## src/rtl/ext16t32.sv

```systemverilog
// Immediate extender: widens IN_W-bit X to OUT_W bits (zero- or sign-extend per Se),
// registered with a one-cycle valid strobe for pipeline alignment.
module ext16t32 #(
    parameter int IN_W  = 16,
    parameter int OUT_W = 32
) (
    input  logic             clk,
    input  logic             rst_n,
    input  logic [IN_W-1:0]  X,
    input  logic             Se,
    input  logic             in_valid,
    output logic [OUT_W-1:0] Y,
    output logic             out_valid
);

    logic             fill_bit;
    logic [OUT_W-1:0] ext;

    // Upper bits replicate the sign only when Se is set; low IN_W bits pass through untouched.
    always_comb begin
        fill_bit = Se & X[IN_W-1];
        ext      = {{(OUT_W-IN_W){fill_bit}}, X};
    end

    // Y keeps its last captured value on idle cycles; out_valid is a single-cycle strobe.
    always_ff @(posedge clk or negedge rst_n) begin
        if (!rst_n) begin
            Y         <= '0;
            out_valid <= 1'b0;
        end else begin
            out_valid <= in_valid;
            if (in_valid) Y <= ext;
        end
    end

endmodule

```

## config.mk

```make
export PLATFORM = sky130hd
export DESIGN_NAME = ext16t32
export DESIGN_NICKNAME = d
export VERILOG_FILES = /design/src/rtl/ext16t32.sv
export SDC_FILE = /design/constraint.sdc
export NUM_CORES = 1
export LEC_CHECK = 0
export CAP_MARGIN = 20
export CORE_ASPECT_RATIO = 0.75
export CORE_MARGIN = 4
export CORE_UTILIZATION = 35
export DETAILED_ROUTE_END_ITERATION = 10
export GPL_ROUTABILITY_DRIVEN = 0
export PLACE_DENSITY_LB_ADDON = 0.08
export SETUP_SLACK_MARGIN = 0.5
export SYNTH_ARGS = -nofsm -noshare
export SYNTH_HDL_FRONTEND = slang
export SYNTH_SLANG_ARGS = --single-unit
```

## constraint.sdc

```tcl
create_clock -name clk -period 1.2 [get_ports clk]
set_clock_uncertainty 0.05 [all_clocks]
set_input_delay 0.24 -clock clk [delete_from_list [all_inputs] [get_ports clk]]
set_output_delay 0.24 -clock clk [all_outputs]
set_load 0.05 [all_outputs]
```

# Word level (Yosys, flattened, before mapping)
# Index checks and enable logic that the tools add are counted.
# totals
in_bits	20
ff_bits	18
out_inout_bits	33
wordCells	3
# op_classes
bitwise_logic	1
# op_table
operator	n
1-bit AND	1

# Logic depth before layout (Yosys ltp)
# depth
depth_word	1
ltp_mapped	4
depth_no_buf	2

# Worst setup path after synthesis
# Ideal clock, no wire load.
# synth_timing
path_kind	reg2out
startpoint	reg, netlist name Y[16]
endpoint	out Y[17]
setup_slack_ns	-0.240
stages_incl_launch_ff	2
t_arrival_ns	1.150
n_path_buf	1
path_cell_list	dfrtp_1 -> buf_4
# synth_lines
element	line_no	text
end, declared	12	output logic [OUT_W-1:0] Y,
# No word-level cell between the ends.

# Worst setup path after layout
# layout_timing
startpoint	reg, netlist name Y[16]
endpoint	out Y[18]
# No word-level cell between the ends.

==> metrics.md <==
| Metric | Value |
|---|---|
| Result of the run | `finished with violations` |
| Violations in the final reports | `negative setup slack` |
| Met2 usage | `0.374` |
| GR Layer Usage met1 | `0.183` |
| Number of antenna violations at the first check in global routing | `0` |
| Final antenna diode count | `0` |
| Starting DRT DRC Count | `9` |
| Vias per std cell | `4.30` |
| Leak pwr | `0.838 nW` |
| Number of max-slew violations in the final report | `0` |
| Initial cell density of the core | `0.386` |
| Largest net degree at the start of global routing | `19` |
| Worst relative slew slack | `0.846` |
| PD cells | `1200 nW/um2` |
| Endpoint type of the worst setup path | `primary output` |
| Synthesized netlist cell count | `54` |
| Number of buffers and inverters on the critical path | `2` |
| CTS Buf Count | `3` |
| Cell accounting for the most synthesized area | `sky130_fd_sc_hd__dfrtp_1` |
| Largest incremental delay on the critical path | `0.53 ns` |
| Nets@finish | `131` |
| Residual antenna-violating net count after detailed routing | `0` |
| Fmax | `0.699 GHz` |
| Number of warnings reported in the yosys synthesis log | `0` |
| CTS tree | `built` |
| Arrival time at the worst endpoint | `1.14 ns` |
| Relative contribution of sequential cells to total power | `0.333` |
| Most frequent cells in the layout | `sky130_fd_sc_hd__buf_12, sky130_fd_sc_hd__clkdlybuf4s50_1, sky130_fd_sc_hd__dfrtp_2` |
| Reg2reg path depth | `3` |
| Count of cell types in the netlist | `9` |
| Post-Syn Nets | `74` |
| Least setup slack across all paths after layout | `-0.231 ns` |
| Area growth from synthesis to layout | `129%` |
| Number of clock sinks | `18` |
| Power Internal | `1.47 mW` |
| Post-route clock period utilization | `1.19` |
| Clock latency on the worst-skew pair | `0.28 ns` |
| Cell class contributing the biggest share of worst-path delay | `flip-flops` |
| Sort of element at the start of the critical path | `register` |
| Flip-flop and latch count after synthesis | `18` |
| Std cell rows | `14` |
| Clock transition time at the flip-flop clock pins of the worst setup and hold paths | `0.11 ns` |
| Number of hold-slack violations in the final timing report | `0` |
| Netlist area before placement | `818 um2` |
| Synth top area cells | `sky130_fd_sc_hd__dfrtp_1, sky130_fd_sc_hd__mux2_4, sky130_fd_sc_hd__buf_4` |
| Series of cell instances along the critical path | `buf_12 > buf_12` |
| Kind of critical path | `reg2out` |
| Port Buf Inserts | `52` |
| Setup violation total in the final timing report | `16` |
| Area of the core | `2120 um2` |
| Reported max-cap violation count | `0` |
| Total detailed-routing wirelength | `2670 um` |
| Total stage count of the critical path | `2` |
| Share of the yosys chip area belonging to registers | `0.550` |
| CP max stage cell | `sky130_fd_sc_hd__dfrtp_4` |
| Fraction of layout instances using a drive strength above 1 | `0.818` |
| Avg Inst Size Synth | `15.2 um2` |
| Sum of overflow across all layers after global routing | `0` |
| Post-cts hold buffer count | `0` |
| Half-perimeter wire length of the detailed placement result | `1770 um` |
| Class of the most critical hold timing path | `in2async` |
| Number of top-level pins | `53` |
| Transition time at the pin with the least slew margin | `0.232 ns` |
| Clk pwr share | `0.164` |
| Setup total negative slack | `-3.67 ns` |
| Total die area | `3180 um2` |
| Level count of the clock H-tree | `1` |
| Relative contribution of combinational cells to total power | `0.503` |
| Horizontal extent of the die | `63.8 um` |
| Worst voltage drop across the vdd grid | `943 uV` |
| Unrepaired setup endpoints after global routing | `yes` |
| Data required time at the worst endpoint | `0.91 ns` |
| Die height | `49.9 um` |
| Met3 layer usage reported by global route | `0.0568` |
| Average wire length per cell after detail routing | `18.8 um` |
| Iteration count of the initial detailed-routing pass | `4` |
| Max FO, Critical Path | `8` |
| Share of total power consumed by net switching | `0.347` |
| DRC Markers | `0` |
| Most utilized layer in the global route result | `met2` |
| Power dissipated by switching net loads | `0.783 mW` |
| Maximum clock insertion buffer count | `2` |
| Wire length of the first global-routing pass | `4180 um` |
| Most common cell after layout, fill and taps aside | `sky130_fd_sc_hd__buf_12` |
| Buffer cell driving the clock tree root | `sky130_fd_sc_hd__clkbuf_4` |
| Total GRT Usage | `0.185` |
| Period minus WS final | `1.43 ns` |
| Share of Yosys cell area claimed by the top area cell type | `0.550` |
| Number of vias in the routed layout | `610` |
| Cell occurring most often along the worst timing path | `sky130_fd_sc_hd__buf_12` |
| Vias in the first global route | `652` |
| Worst hold-check slack | `0.209 ns` |
area by class of cell:
cell class                 count  area (um2)
inverter                       1        3.75
sequential                    18         475
timing repair buffer          69        1070
multi-input combinational     18         250
clock buffer                   4        36.3
fill                          79         245
tap                           32        40.0
flip-flops by register name (all words and copies together), names as in the netlist:
signal	flops
Y	17
out_valid	1
cell usage after synthesis:
cell / n
sky130_fd_sc_hd__o21ai_0: 1
sky130_fd_sc_hd__mux2_2: 8
sky130_fd_sc_hd__buf_12: 1
sky130_fd_sc_hd__dfrtp_1: 18
sky130_fd_sc_hd__buf_4: 15
sky130_fd_sc_hd__mux2_4: 8
sky130_fd_sc_hd__buf_6: 1
sky130_fd_sc_hd__inv_1: 1
sky130_fd_sc_hd__nand3_1: 1
worst register-to-register path, delay by kind of cell (launching register included):
family	cells	cell delay [ns]
buffers and inverters	2	0.22
flip-flops	1	0.44
multiplexers	1	0.27
metrics by stage:
| stage | utilization | setup slack (ns) | instance area [um2] | cells | power [mW] |
|---|---|---|---|---|---|
| 2_1_floorplan | - | 0.0906 | 843 | 54 | 1.24 |
| 3_3_place_gp | 0.782 | -0.236 | 1660 | 125 | 1.76 |
| 6_report | 0.884 | -0.231 | 1870 | 142 | 2.25 |
| 3_5_place_dp | 0.782 | -0.277 | 1660 | 125 | 1.78 |
| 4_1_cts | 0.858 | -0.240 | 1820 | 137 | 2.23 |
| 5_1_grt | 0.884 | -0.283 | 1870 | 142 | 2.35 |
cells by family after synthesis:
group / Yosys count / synth area share
DFF: 18 / 0.550
buffers and inverters: 18 / 0.180
muxes: 16 / 0.257
AOI/OAI and AO/OA: 1 / 0.00611
and+or+nand+nor: 1 / 0.00611
per-layer routing:
metal | wire length (um) | share of wire
met1 | 887 | 0.33
met3 | 121 | 0.045
met5 | 0 | 0
met4 | 0 | 0
met2 | 1660 | 0.62
path summary, 6_finish.rpt:
check / slack (ns) / endpoint / from
min: 0.21 / Y[7]$_DFFE_PN0P_ / rst_n
max in group asynchronous: 0.67 / Y[14]$_DFFE_PN0P_ / rst_n
max: -0.23 / Y[18] / Y[16]$_DFFE_PN0P_
min reg2reg: 0.51 / Y[8]$_DFFE_PN0P_ / Y[8]$_DFFE_PN0P_
max reg2reg: 0.11 / Y[1]$_DFFE_PN0P_ / Y[1]$_DFFE_PN0P_
min in group clk: 0.23 / out_valid$_DFF_PN0_ / in_valid
what timing repair did:
action,4_1_cts,5_1_grt
gates cloned,1,0
setup buffers,7,5
resized for setup,21,5
setup endpoints to repair,51,50
power by group through the flow:
| stage | clock [mW] | sequential [mW] | combinational (mW) |
|---|---|---|---|
| 2_1_floorplan | 0 | 0.936 | 0.301 |
| 3_3_place_gp | 0 | 0.755 | 1.01 |
| 3_5_place_dp | 0 | 0.759 | 1.02 |
| 4_1_cts | 0.385 | 0.748 | 1.10 |
| 5_1_grt | 0.425 | 0.758 | 1.16 |
| 6_report | 0.370 | 0.750 | 1.13 |
Note: power is estimated with default switching activity, not from simulation.
